$ cat config.mk
export PLATFORM = sky130hd
export DESIGN_NAME = conv_loop1_tile_scheduler
export DESIGN_NICKNAME = d
export VERILOG_FILES = /design/src/rtl/conv_loop1_tile_scheduler.sv
export SDC_FILE = /design/constraint.sdc
export NUM_CORES = 1
export LEC_CHECK = 0
export BUFFER_PORTS_ARGS = -buffer_cell sky130_fd_sc_hd__buf_2
export CAP_MARGIN = 25
export CELL_PAD_IN_SITES_DETAIL_PLACEMENT = 1
export CELL_PAD_IN_SITES_GLOBAL_PLACEMENT = 1
export CORE_ASPECT_RATIO = 1.4
export CORE_MARGIN = 1.5
export CORE_UTILIZATION = 39
export CTS_CLUSTER_SIZE = 25
export DETAILED_ROUTE_END_ITERATION = 7
export PLACE_DENSITY = 0.95
export REMOVE_ABC_BUFFERS = 1
export SYNTH_ARGS = -nofsm -noshare
export SYNTH_HDL_FRONTEND = slang
export SYNTH_SLANG_ARGS = --single-unit
$ cat constraint.sdc
create_clock -name clk -period 4.6 [get_ports clk]
set_input_delay 1.15 -clock clk [delete_from_list [all_inputs] [get_ports clk]]
set_output_delay 1.15 -clock clk [all_outputs]
set_load 0.05 [all_outputs]
$ cat src/rtl/conv_loop1_tile_scheduler.sv
// conv_loop1_tile_scheduler: sequences one conv tile (NOF channels x NROW rows) on the Loop1 MAC datapath.
//   clk, rst_n                    clock, async active-low reset
//   start / busy / done           tile start, activity flag, 1-cycle completion pulse
//   pbuf_rd_en/row_addr/valid     pixel row-block read request and response
//   wbuf_rd_en/of_addr/valid      per-channel weight read request and response
//   pixel_ready, weight_ready     launch the datapath kernel loop
//   mac_clear                     zero the datapath accumulators
//   kernel_loop_done, acc_in      datapath loop completion and accumulators
//   out_valid/ready/data/of_idx/row_idx  result stream with backpressure
module conv_loop1_tile_scheduler #(
  parameter int KX   = 3,
  parameter int PIX  = 3,
  parameter int RES  = 8,
  parameter int NOF  = 4,
  parameter int NROW = 8,
  localparam int OW  = NOF  > 1 ? $clog2(NOF)  : 1,
  localparam int RW  = NROW > 1 ? $clog2(NROW) : 1
) (
  input  logic               clk,
  input  logic               rst_n,
  input  logic               start,
  output logic               busy,
  output logic               done,
  output logic               pbuf_rd_en,
  output logic [RW-1:0]      pbuf_row_addr,
  input  logic               pbuf_valid,
  output logic               wbuf_rd_en,
  output logic [OW-1:0]      wbuf_of_addr,
  input  logic               wbuf_valid,
  output logic               pixel_ready,
  output logic               weight_ready,
  output logic               mac_clear,
  input  logic               kernel_loop_done,
  input  logic [PIX*RES-1:0] acc_in,
  output logic               out_valid,
  input  logic               out_ready,
  output logic [PIX*RES-1:0] out_data,
  output logic [OW-1:0]      out_of_idx,
  output logic [RW-1:0]      out_row_idx
);
  if (KX < 1 || PIX < 1 || RES < 1 || NOF < 1 || NROW < 1) begin : g_param_check
    $error("conv_loop1_tile_scheduler: parameters must be positive");
  end
  typedef enum logic [2:0] {S_IDLE, S_FETCH, S_RUN, S_WAIT, S_DRAIN, S_OUT, S_CLEAR, S_FIN} state_t;
  state_t             state_q, state_d;
  logic [RW-1:0]      row_q, row_d, out_row_q, out_row_d;
  logic [OW-1:0]      of_q, of_d, out_of_q, out_of_d;
  logic               pv_q, pv_d, wv_q, wv_d, first_q, first_d;
  logic [PIX*RES-1:0] out_data_q, out_data_d;
  logic               pv_now, wv_now, of_last, row_last;
  // The pixel row is fetched once per output row and reused for every channel after the first.
  assign pv_now   = pv_q | pbuf_valid | (of_q != '0);
  assign wv_now   = wv_q | wbuf_valid;
  assign of_last  = of_q == OW'(NOF - 1);
  assign row_last = row_q == RW'(NROW - 1);
  always_comb begin
    state_d    = state_q;
    row_d      = row_q;
    of_d       = of_q;
    pv_d       = pv_q;
    wv_d       = wv_q;
    first_d    = first_q;
    out_data_d = out_data_q;
    out_of_d   = out_of_q;
    out_row_d  = out_row_q;
    case (state_q)
      S_IDLE: if (start) begin
        state_d = S_FETCH;
        row_d   = '0;
        of_d    = '0;
        first_d = 1'b1;
      end
      S_FETCH: begin
        first_d = 1'b0;
        pv_d    = pv_now & ~wv_now;
        wv_d    = wv_now & ~pv_now;
        state_d = pv_now && wv_now ? S_RUN : S_FETCH;
      end
      S_RUN:   state_d = S_WAIT;
      S_WAIT:  state_d = kernel_loop_done ? S_DRAIN : S_WAIT;
      S_DRAIN: begin
        state_d    = S_OUT;
        out_data_d = acc_in;
        out_of_d   = of_q;
        out_row_d  = row_q;
      end
      S_OUT:   state_d = out_ready ? S_CLEAR : S_OUT;
      S_CLEAR: begin
        of_d    = of_last ? '0 : of_q + 1'b1;
        row_d   = of_last ? (row_last ? '0 : row_q + 1'b1) : row_q;
        state_d = of_last && row_last ? S_FIN : S_FETCH;
        first_d = !(of_last && row_last);
      end
      default: state_d = S_IDLE;
    endcase
  end
  always_ff @(posedge clk or negedge rst_n) begin
    if (!rst_n) begin
      state_q    <= S_IDLE;
      row_q      <= '0;
      of_q       <= '0;
      pv_q       <= 1'b0;
      wv_q       <= 1'b0;
      first_q    <= 1'b0;
      out_data_q <= '0;
      out_of_q   <= '0;
      out_row_q  <= '0;
    end else begin
      state_q    <= state_d;
      row_q      <= row_d;
      of_q       <= of_d;
      pv_q       <= pv_d;
      wv_q       <= wv_d;
      first_q    <= first_d;
      out_data_q <= out_data_d;
      out_of_q   <= out_of_d;
      out_row_q  <= out_row_d;
    end
  end
  assign busy          = state_q != S_IDLE;
  assign done          = state_q == S_FIN;
  assign wbuf_rd_en    = state_q == S_FETCH && first_q;
  assign pbuf_rd_en    = wbuf_rd_en && of_q == '0;
  assign pbuf_row_addr = row_q;
  assign wbuf_of_addr  = of_q;
  assign pixel_ready   = state_q == S_RUN;
  assign weight_ready  = state_q == S_RUN;
  assign mac_clear     = state_q == S_CLEAR;
  assign out_valid     = state_q == S_OUT;
  assign out_data      = out_data_q;
  assign out_of_idx    = out_of_q;
  assign out_row_idx   = out_row_q;
endmodule
# Word level (Yosys, flattened, before mapping)
# Index checks and enable logic that the tools add are counted.
word_totals:
  reg_bits: 40
  latch_bits: 0
  ramBits: 0
  romBits: 0
  input_bits: 31
  output_inout_bits: 42
  word_cells: 58
  memories: 0
op_classes:
  addsub: 2
  multipliers: 0
  div_mod_pow: 0
  n_lt_le_gt_ge: 0
  n_eq_ne: 11
  shifts: 0
  muxes: 15
  bitwise: 7
  n_reduce_logical: 14
op_table:
  columns: ["operator", "count"]
  rows:
  - ["one-hot mux 3 bit (7 select lines)", 1]
  - ["2-to-1 mux 3 bit", 6]
  - ["== test 3 bit, second input constant", 5]
  - ["2-to-1 mux 2 bit", 4]
  - ["== test 3 x 2 -> 1 bit, second input constant", 2]
  - ["one-hot mux 3 bit (2 select lines)", 1]
  - ["nonzero test 3 bit", 2]
  - ["logical AND 1 bit", 4]
  - ["one-hot mux 2 bit (2 select lines)", 1]
  - ["AND reduction 2 bit", 2]
  - ["nonzero test 2 bit", 2]
  - ["adder 3 x 1 -> 3 bit, second input constant", 1]
  - ["== test 3 x 1 -> 1 bit, second input constant", 1]
  - ["logical NOT 3 bit", 1]
  - ["bitwise OR 1 bit", 3]
  - ["one-hot mux 1 bit (3 select lines)", 1]
  - ["AND reduction 3 bit", 1]
  - ["adder 2 x 1 -> 2 bit, second input constant", 1]
  - ["bitwise AND 1 bit", 2]
  - ["== test 2 bit, second input constant", 1]
  - ["logical NOT 2 bit", 1]
  - ["!= test 2 x 1 -> 1 bit, second input constant", 1]
  - ["!= test 2 bit, second input constant", 1]
  - ["NOT 1 bit", 2]
  - ["2 further kinds", 2]

# Longest topological paths before layout
# Gate-level depths: netlist of run 1.
depth:
  ltp_word: 5
  mapped_depth: 6
  ltp_nobuf: 5

# Worst setup path after synthesis of run 1
# No wires, ideal clock.
synth_path:
  kind: "reg2out"
  startpoint: "register state_q[0]"
  endpoint: "output port weight_ready"
  arrival_time_ns: 1.720
  required_time_ns: 3.450
  path_slack_ns: 1.730
  path_stages_with_launch: 5
  n_path_buf: 2
  path_cell_list: "dfrtp_1 buf_2 nand2b_1 nor2_1 buf_4"
synth_between:
  elab_chain_cells: 1
synth_lines:
  columns: ["element", "line", "text"]
  rows:
  - ["start: declaration", "45", "state_t state_q, state_d;"]
  - ["start signal: assignment", "109", "state_q <= state_d;"]
  - ["== test 3 x 2 -> 1 bit", null, null]
  - ["end: declaration", "31", "output logic weight_ready,"]
# No other way between the ends.

# Worst setup path in the final report of run 1
layout_path:
  startpoint: "register state_q[2]"
  endpoint: "output port pbuf_rd_en"
layout_between:
  elab_chain_cells: 3
layout_lines:
  columns: ["element", "line", "text"]
  rows:
  - ["== test 3 x 1 -> 1 bit", "122", "assign wbuf_rd_en = state_q == S_FETCH && first_q;"]
  - ["logical AND 1 bit", "122", null]
  - ["logical AND 1 bit", "123", "assign pbuf_rd_en = wbuf_rd_en && of_q == '0;"]
  - ["end: declaration", "24", "output logic pbuf_rd_en,"]
# No other way between the ends.

==> results of run 1 <==
## routing by layer
layer | wire length, µm | part of all wire [%] | GRT usage [%]
met3 | 213 | 5.2 | 4.031
met1 | 1494 | 36 | 18.55
met4 | 110 | 2.7 | 6.917
met2 | 2299 | 56 | 31.62
met5 | 0 | 0 | 0
## worst max-delay path by stage
stage             endpoint  slack, ns  cells after the start                   start
6_report        pbuf_rd_en       1.49                      3  state_q[2]$_DFFE_PN0P_
5_1_grt         pbuf_rd_en       1.32                      3  state_q[1]$_DFFE_PN0P_
4_1_cts         pbuf_rd_en       1.46                      3  state_q[2]$_DFFE_PN0P_
3_5_place_dp    pbuf_rd_en       1.78                      3  state_q[2]$_DFFE_PN0P_
3_3_place_gp    pbuf_rd_en       1.94                      3  state_q[1]$_DFFE_PN0P_
2_1_floorplan  pixel_ready       1.51                      2  state_q[1]$_DFFE_PN0P_
## through the flow
step | cells | hold WS, ns | instance area (µm²)
after floorplan | 133 | 0.4635 | 1748
after global placement | 268 | 0.4846 | 2196
after detailed placement | 268 | 0.4910 | 2196
after CTS | 275 | 0.5070 | 2273
after global routing | 275 | 0.5220 | 2273
final | 275 | 0.5026 | 2273
## cells by family (layout without fill, tap and decap cells)
kind of cell	Yosys count	after routing	share of synthesized area [%]
adder cells (fa/ha/maj)	4	4	2.770
AND/OR/NAND/NOR	31	31	9.557
flip-flops	40	40	55.40
buffers and inverters	17	88	4.917
multiplexers	32	32	19.81
AO/OA/AOI/OAI	18	18	7.550
## cell usage in the layout, fill, tap and decap left out, drive strengths merged
master / count
nor2b: 3
a21oi: 5
nand2: 5
a32o: 1
nand3: 1
o22ai: 2
a221oi: 1
clkinv: 1
mux2i: 2
nor3b: 3
o21ai: 2
o21bai: 1
a22o: 1
ha: 4
a31o: 1
mux2: 30
nand3b: 1
a31oi: 1
buf: 73
dfrtp: 40
and3b: 1
a221o: 1
nor3: 4
and2: 1
inv: 8
and3: 2
nand2b: 3
o2bb2ai: 2
or3b: 1
nor2: 6
clkbuf: 6
## registers in the layout (all words and copies together), names as in the netlist
register,cells
out_data,24
out_of_idx,2
state_q,3
wbuf_of_addr,2
wv_q,1
pbuf_row_addr,3
first_q,1
pv_q,1
out_row_idx,3
## cell type report
type                    count  area, µm²  area share [%]
multi-input cells          85      719.4           31.65
repair buffers             73      367.9           16.18
well taps                  62      77.57           3.412
flip-flops and latches     40       1001           44.03
inverters                   8      30.03           1.321
clock inverters             1      5.005          0.2201
clock buffers               6      72.57           3.192
==> out/results.ini, run 1 <==
[clock_tree]
root_buffer=clkbuf_8
clk_pin_slew_ns=0.07
holdBufCountCts=0
htree_levels=2
cts.path.max_buffers=2
cts.sinks=40
clock_latency_ns=0.28
cts_setup_buffers=0
cts_tree=built
cts_inserted_buffers=5
cts_resized=0

[timing]
hold_viol=0
fin_ws_ns=1.489
finClkSkew_ns=0.006595
rsz0062_at_grt=no
max_freq_ghz=0.3215
finalCritPeriodShare_pct=67.63
period_minus_slack_ns=3.111
final-setup-viol-count=0
tightest_slew_ns=0.8820
setup_tns_ns=0
max_slew_margin_pct=41.20
final-max-slew-violation-count=0

[setup_path]
worstSetupEndpointType=output pin
timing.critical_path.buf_inv=1
slowest_delay_ns=0.61
start_kind=flip-flop
worst-r2r-setup-slack_ns=2.60
worstReg2RegStart=state_q[2]$_DFFE_PN0P_
path_cells=nor3b_1 > and3_1 > buf_2
crit_family=simple AND/OR/NAND/NOR gates
arrival_ns=1.96
r2r_cells=4
cp_data_required_time_ns=3.45
slowest_stage=nor3b_1
crit_type=reg2out
timing.rr.end=out_data[6]$_DFFE_PN0P_
path_max_fanout=18

[logic_synthesis]
synthCells=142
synth_cell_type_count=34
ys_seq_area_share_pct=55.40
synthTopCellsByArea=dfrtp_1, mux2_2, ha_1
avgSynthCellArea_um2=12.72
synth.top_cell.area_share_pct=55.40
ys_top_cells_by_count=dfrtp_1, mux2_2, inv_1, nor2_1, nand2_1
ys_warn_count=0
syn-cell-area_mm2=0.001807
synth.ff_latch_count=40
synthFlopType=dfrtp_1
synth_edf_count=0
synth.most_common_cell=dfrtp_1
synth.largest_area_cell=dfrtp_1
async_reset_ff_share_pct=100.0

[drt]
viasPerCell=4.942
dr.pass1.iters=4
ant_nets=0
first_iter_violations=16
wire_per_inst_um=14.97
vias=1359
remaining_drc_errors=0
routed_wl_mm=4.117

[grt]
antenna_found_initial=0
grt.total_usage_pct=17.44
grt-ovfl-total=0
grt_pass1_vias=1414
grt_max_degree=41
grt_pass1_wl_mm=6.596

[worst_hold_path]
worstHoldStart=out_data[17]$_DFFE_PN0P_
min_to=out_data[17]$_DFFE_PN0P_
hold_depth=1
hp-class=reg2reg

[run]
drv_cap=0

[floorplanning]
fp.dieH_um=83.54
num_rows=29
ios=73
core_area_mm2=0.004499
initial_utilization_pct=40.16
die_x_um=60.53
dieArea_mm2=0.005056

[place]
routabilityCongestion=0.7545
port_buffers=72
dp_slack_ns=1.783
dp_hpwl_mm=3.144

[final_layout]
area_growth_pct=25.83
antennaDiodeCount=0
fin_util_pct=50.53
final_nets=248
drive_gt1_share_pct=52.58
fillers=528

[status]
outcome=finished, final reports clean

Power of run 1 is not shown: default switching activity piles up to over one toggle a cycle in this logic, so the estimate is an artifact.
==> inputs of run 2 (changes only) <==
Settings changed: ABC_AREA from default to 1, CORE_UTILIZATION 39 to 31, PLACE_DENSITY 0.95 to 0.87.
Clock period 4.6 ns to 2.71 ns, I/O delays scaled along.
==> run 2 against run 1 <==
  * Non-clock buffer count up 3
  * Hold slack got worse by 0.035 ns
  * Critical path depth rose by 1
  * Global-route usage is 1.5 points lower
  * Highest routed layer unchanged
  * Wire length rose by 12%
  * Synthesized cell count up 51%
  * Clock skew down 0.0044 ns
==> out/results.ini, run 2 <==
[pwr]
irDropWorstVdd_uv=484.0
pwr_density_cell_mw_per_mm2=1420
power_frac_seq_pct=30.6
p_comb_share_pct=56.9
p_sw_w=0.001814
power_leakage_nw=1.352
power_frac_clock_pct=12.5
swShare_pct=55.20
internal_power_w=0.001472

[worst_hold_path]
min_to=out_data[0]$_DFFE_PN0P_
hold_depth=2  ; +1
hp-class=reg2reg
worstHoldStart=out_data[0]$_DFFE_PN0P_

[grt]
grt_pass1_vias=1830  ; +29%
grt.total_usage_pct=15.96  ; -1.5 points
grt_pass1_wl_mm=7.721  ; +17%
grt-ovfl-total=0  ; unchanged
grt_max_degree=41  ; unchanged
antenna_found_initial=0  ; unchanged

[timing]
final-max-slew-violation-count=0  ; unchanged
max_slew_margin_pct=40.17  ; -1.0 points
finClkSkew_ns=0.002184  ; -0.004410 ns
tightest_slew_ns=0.8975  ; +0.01544 ns
period_minus_slack_ns=2.261
setup_tns_ns=0  ; unchanged
finalCritPeriodShare_pct=83.42
final-setup-viol-count=0  ; unchanged
rsz0062_at_grt=no
hold_viol=0  ; unchanged
fin_ws_ns=0.4493  ; -1.040 ns
max_freq_ghz=0.4423

[logic_synthesis]
ys_warn_count=0  ; unchanged
synth.top_cell.area_share_pct=54.98  ; -0.42 points
synth_edf_count=0  ; unchanged
ys_seq_area_share_pct=54.98  ; -0.42 points
synth.largest_area_cell=dfrtp_1
synth.ff_latch_count=40  ; unchanged
syn-cell-area_mm2=0.001820  ; +0.76%
synth_cell_type_count=21  ; -38%
async_reset_ff_share_pct=100.0  ; unchanged
ys_top_cells_by_count=nand2_1, dfrtp_1, nand3_1, inv_1, nor2_1
synthTopCellsByArea=dfrtp_1, nand2_1, nand3_1
avgSynthCellArea_um2=8.507  ; -33%
synthFlopType=dfrtp_1
synthCells=214  ; +51%
synth.most_common_cell=nand2_1

[place]
dp_hpwl_mm=3.585  ; +14%
dpl.cell_count=347  ; +29%
routabilityCongestion=0.7310  ; -3.1%
dp_slack_ns=0.7584  ; -1.024 ns
port_buffers=72  ; unchanged

[floorplanning]
dieArea_mm2=0.006348  ; +26%
ios=73  ; unchanged
die_x_um=67.77  ; +12%
fp.dieH_um=93.67  ; +12%
initial_utilization_pct=32.48  ; -7.7 points
num_rows=32  ; +10%
core_area_mm2=0.005605  ; +25%

[clock_tree]
holdBufCountCts=0  ; unchanged
htree_levels=2  ; unchanged
clk_pin_slew_ns=0.08  ; about the same
cts_setup_buffers=0  ; unchanged
root_buffer=clkbuf_8
cts_resized=0  ; unchanged
cts.path.max_buffers=2  ; unchanged
cts_inserted_buffers=5  ; unchanged
cts_tree=built
clock_latency_ns=0.29  ; about the same
cts.sinks=40  ; unchanged

[drt]
ant_nets=0  ; unchanged
remaining_drc_errors=0  ; unchanged
routed_wl_mm=4.626  ; +12%
dr.pass1.iters=4  ; unchanged
wire_per_inst_um=13.03  ; -13%
first_iter_violations=75  ; +59
viasPerCell=4.625  ; -6.4%
vias=1642  ; +21%

[setup_path]
start_kind=flip-flop
crit_type=reg2out
cp_data_required_time_ns=2.03  ; -1.42 ns
path_max_fanout=30  ; +12
timing.rr.end=out_data[16]$_DFFE_PN0P_
worstSetupEndpointType=output pin
arrival_ns=1.58  ; -0.38 ns
worst-r2r-setup-slack_ns=1.00  ; -1.60 ns
r2r_cells=6  ; +2
worstReg2RegStart=state_q[0]$_DFFE_PN0P_

[final_layout]
multi_input_area_um2=685.7  ; -4.7%
final_nets=321  ; +29%
mostFrequentLayoutCell=nand2_1
largest_reg_flops=24  ; unchanged
antennaDiodeCount=0  ; unchanged
stdcell_count=355  ; +29%
fillers=716  ; +36%
area_growth_pct=27.15
final_cell_mix=nand2_1, buf_2, dfrtp_1
seq_area_mm2=0.001001  ; unchanged
fin_util_pct=41.29  ; -9.2 points
drive_gt1_share_pct=32.40  ; -20 points

[status]
outcome=finished, final reports clean

[run]
drv_cap=0  ; unchanged

run 2: cell families after synthesis:
logic type	Yosys count	synth area share, %
DFF	40	54.98
and+or+nand+nor	133	32.03
AOI/OAI and AO/OA	10	2.887
adders and majority gates	4	2.749
buffers and inverters	27	7.353
run 2: worst max-delay path by stage:
stage / slack, ns / startpoint / endpoint / cells past startpoint
after global placement: 0.78 / state_q[2]$_DFFE_PN0P_ / mac_clear / 4
after detailed placement: 0.76 / state_q[2]$_DFFE_PN0P_ / mac_clear / 4
after CTS: 0.43 / state_q[2]$_DFFE_PN0P_ / mac_clear / 4
after global routing: 0.36 / state_q[2]$_DFFE_PN0P_ / mac_clear / 4
after floorplan: -0.16 / state_q[2]$_DFFE_PN0P_ / pbuf_rd_en / 3
final: 0.45 / state_q[2]$_DFFE_PN0P_ / mac_clear / 4
run 2: layout make-up:
type	instances	share of cell area, %
inverter	16	2.595
tap	68	3.676
clock buffer	6	3.568
sequential	40	43.24
timing repair buffer	76	16.86
clock inverter	2	0.4324
multi-input combinational	147	29.62
run 2: through the flow:
stage                     cell area, µm²  total power [W]  hold WS, ns
final                               2315         0.003287       0.4675
after global routing                2315         0.003530       0.5025
after CTS                           2315         0.003339       0.4742
after detailed placement            2222         0.002918       0.4536
after global placement              2222         0.002859       0.4484
after floorplan                     1747         0.002398       0.3819
run 2: metal layers:
metal | part of all wire (%) | routed length, µm | vias to the layer above | GRT usage, %
li1 | - | - | 817 | -
met1 | 40 | 1846 | 775 | 16.93
met3 | 5.2 | 240 | 6 | 3.118
met4 | 0.93 | 43 | 0 | 5.102
met5 | 0 | 0 | - | 0
met2 | 54 | 2496 | 44 | 30.23
run 2: critical path, stage by stage (launching register included):
cell	delay, ns
dfrtp_1	0.35
buf_4	0.31
nand2_2	0.13
nor2_4	0.20
buf_2	0.30
run 2: power by group through the flow:
stage	Combinational [W]	Sequential (W)	Clock [W]
6_report	0.00187	0.00101	0.000410
4_1_cts	0.00190	0.00101	0.000431
2_1_floorplan	0.000593	0.00181	0
3_5_place_dp	0.00190	0.00102	0
5_1_grt	0.00204	0.00105	0.000447
3_3_place_gp	0.00185	0.00100	0
Power figures use the tool's default switching activity.
==> inputs of run 3 (changes only) <==
Settings changed: CORE_UTILIZATION 31 to 34, PLACE_DENSITY 0.87 to 0.9.
Clock period 2.71 ns to 2.2 ns, I/O delays scaled along.
==> run 3 against run 2 <==
  * Combinational power increased by 24%
  * Worst setup slack worse by 0.28 ns
  * First-iteration DRC count up 17%
  * Clock skew is 0.0022 ns higher
  * Critical path type unchanged
  * Count of clock-buffer cells in the layout shrank 1
  * Die area is 8.5% lower
  * Core utilization up 3.9 points
==> out/results.ini, run 3 (same netlist as run 2, synthesis figures left out) <==
[setup_path]
crit_type=reg2out
cp_data_required_time_ns=1.65  ; -0.38 ns
worstReg2RegStart=pbuf_row_addr[1]$_DFFE_PN0P_
arrival_ns=1.48  ; -0.10 ns
timing.rr.end=state_q[1]$_DFFE_PN0P_
worstSetupEndpointType=output pin
path_max_fanout=6  ; -80%
r2r_cells=8  ; +2
start_kind=flip-flop
worst-r2r-setup-slack_ns=0.76  ; -0.24 ns

[drt]
remaining_drc_errors=0  ; unchanged
wire_per_inst_um=13.69  ; +5.1%
routed_wl_mm=4.860  ; +5.1%
viasPerCell=4.741  ; +2.5%
dr.pass1.iters=4  ; unchanged
vias=1683  ; +2.5%
ant_nets=0  ; unchanged
first_iter_violations=88  ; +17%

[timing]
max_freq_ghz=0.4929
period_minus_slack_ns=2.029
tightest_slew_ns=0.4206  ; -0.4769 ns
rsz0062_at_grt=no
final-max-slew-violation-count=0  ; unchanged
finClkSkew_ns=0.004428  ; +0.002244 ns
final-setup-viol-count=0  ; unchanged
hold_viol=0  ; unchanged
finalCritPeriodShare_pct=92.22
max_slew_margin_pct=71.96  ; +32 points

[pwr]
p_comb_share_pct=57.0  ; about the same
swShare_pct=55.96  ; +0.76 points
pwr_density_cell_mw_per_mm2=1739  ; +22%
internal_power_w=0.001784  ; +21%
p_sw_w=0.002267  ; +25%
irDropWorstVdd_uv=623.1  ; +29%
power_leakage_nw=1.360  ; +0.63%
power_frac_seq_pct=30.9  ; +0.3 points
power_frac_clock_pct=12.0  ; -0.5 points

[floorplanning]
core_area_mm2=0.005159  ; -8.0%
num_rows=31  ; -3.1%
die_x_um=64.85  ; -4.3%
dieArea_mm2=0.005809  ; -8.5%
initial_utilization_pct=35.29  ; +2.8 points
ios=73  ; unchanged
fp.dieH_um=89.58  ; -4.4%

[status]
outcome=finished, final reports clean

[clock_tree]
root_buffer=clkbuf_8
cts.sinks=40  ; unchanged
htree_levels=2  ; unchanged
cts_inserted_buffers=5  ; unchanged
holdBufCountCts=0  ; unchanged
cts.path.max_buffers=2  ; unchanged
cts_tree=built
clock_latency_ns=0.29  ; about the same
clk_pin_slew_ns=0.08  ; about the same

[grt]
antenna_found_initial=0  ; unchanged
grt-ovfl-total=0  ; unchanged
grt.total_usage_pct=18.31  ; +2.4 points
grt_pass1_wl_mm=8.079  ; +4.6%
grt_pass1_vias=1732  ; -5.4%
grt_max_degree=33  ; -20%

[final_layout]
fin_area_mm2=0.002330  ; +0.65%
area_growth_pct=27.97
fin_util_pct=45.16  ; +3.9 points
mostFrequentLayoutCell=nand2_1
seq_area_mm2=0.001001  ; unchanged
drive_gt1_share_pct=33.22  ; +0.81 points
antennaDiodeCount=0  ; unchanged
multi_input_area_um2=690.7  ; +0.73%
largest_reg_flops=24  ; unchanged
final_nets=323  ; +0.62%
fillers=657  ; -8.2%
final_cell_mix=nand2_1, buf_2, dfrtp_1

[place]
port_buffers=72  ; unchanged
routabilityCongestion=0.8610  ; +18%
dp_hpwl_mm=3.744  ; +4.4%
place_area_mm2=0.002235  ; +0.56%

[run]
drv_cap=0  ; unchanged

[worst_hold_path]
hp-class=in2async

-- run 3: changes by cell type in the layout (fill, tap and decap cells not counted), sizes merged --
cell | before | now
clkinv | 2 | 3
clkbuf | 6 | 5
buf | 76 | 78
-- run 3: power groups by stage --
stage          Sequential [W]  Combinational, W  Clock (W)
2_1_floorplan         0.00222          0.000730          0
3_3_place_gp          0.00124           0.00228          0
3_5_place_dp          0.00127           0.00232          0
4_1_cts               0.00126           0.00233   0.000504
5_1_grt               0.00129           0.00251   0.000530
6_report              0.00125           0.00231   0.000488
-- run 3: routing by layer --
| metal | vias up | GRT usage, % | wire length, µm |
|---|---|---|---|
| li1 | 827 | - | - |
| met1 | 798 | 21.08 | 2033 |
| met2 | 49 | 32.61 | 2508 |
| met3 | 9 | 4.364 | 226 |
| met4 | 0 | 7.737 | 91 |
| met5 | - | 0 | 0 |
-- run 3: how the worst max path moves through the flow --
stage	from	endpoint	slack, ns	cells past startpoint
floorplan	state_q[2]$_DFFE_PN0P_	pbuf_rd_en	-0.55	3
global placement	state_q[2]$_DFFE_PN0P_	pbuf_rd_en	0.49	4
detailed placement	state_q[2]$_DFFE_PN0P_	pbuf_rd_en	0.42	4
CTS	state_q[2]$_DFFE_PN0P_	pbuf_rd_en	0.08	4
global route	state_q[2]$_DFFE_PN0P_	pbuf_rd_en	0.08	4
finish	state_q[2]$_DFFE_PN0P_	pbuf_rd_en	0.17	4
-- run 3: what timing repair did --
item	4_1_cts	5_1_grt
setup buffers	0	0
endpoints found under the setup margin	0	1
endpoints found under the hold margin	0	0
gates resized for setup	0	3
-- run 3: cell type report --
cell class | count | area share [%]
inverter | 16 | 2.578
multi-input combinational | 147 | 29.65
clock buffer | 5 | 2.954
timing repair buffer | 78 | 17.51
sequential | 40 | 42.96
tap | 66 | 3.545
clock inverter | 3 | 0.8056
-- run 3: worst max-delay path: stages (launching register included) --
cell and delay (ns):
dfrtp_1 0.41, inv_1 0.19, nand3_2 0.18, nor3b_2 0.19, buf_4 0.22
-- run 3: per-stage QoR --
| step | hold slack [ns] | TNS (ns) | instances | worst slack [ns] | total power, W |
|---|---|---|---|---|---|
| final | 0.1807 | 0 | 355 | 0.1712 | 0.004051 |
| after global routing | 0.1960 | 0 | 355 | 0.08068 | 0.004329 |
| after CTS | 0.1802 | 0 | 355 | 0.08468 | 0.004085 |
| after detailed placement | 0.4546 | 0 | 347 | 0.4231 | 0.003590 |
| after global placement | 0.4484 | 0 | 347 | 0.4899 | 0.003522 |
| after floorplan | 0.2544 | -0.5828 | 203 | -0.5467 | 0.002954 |
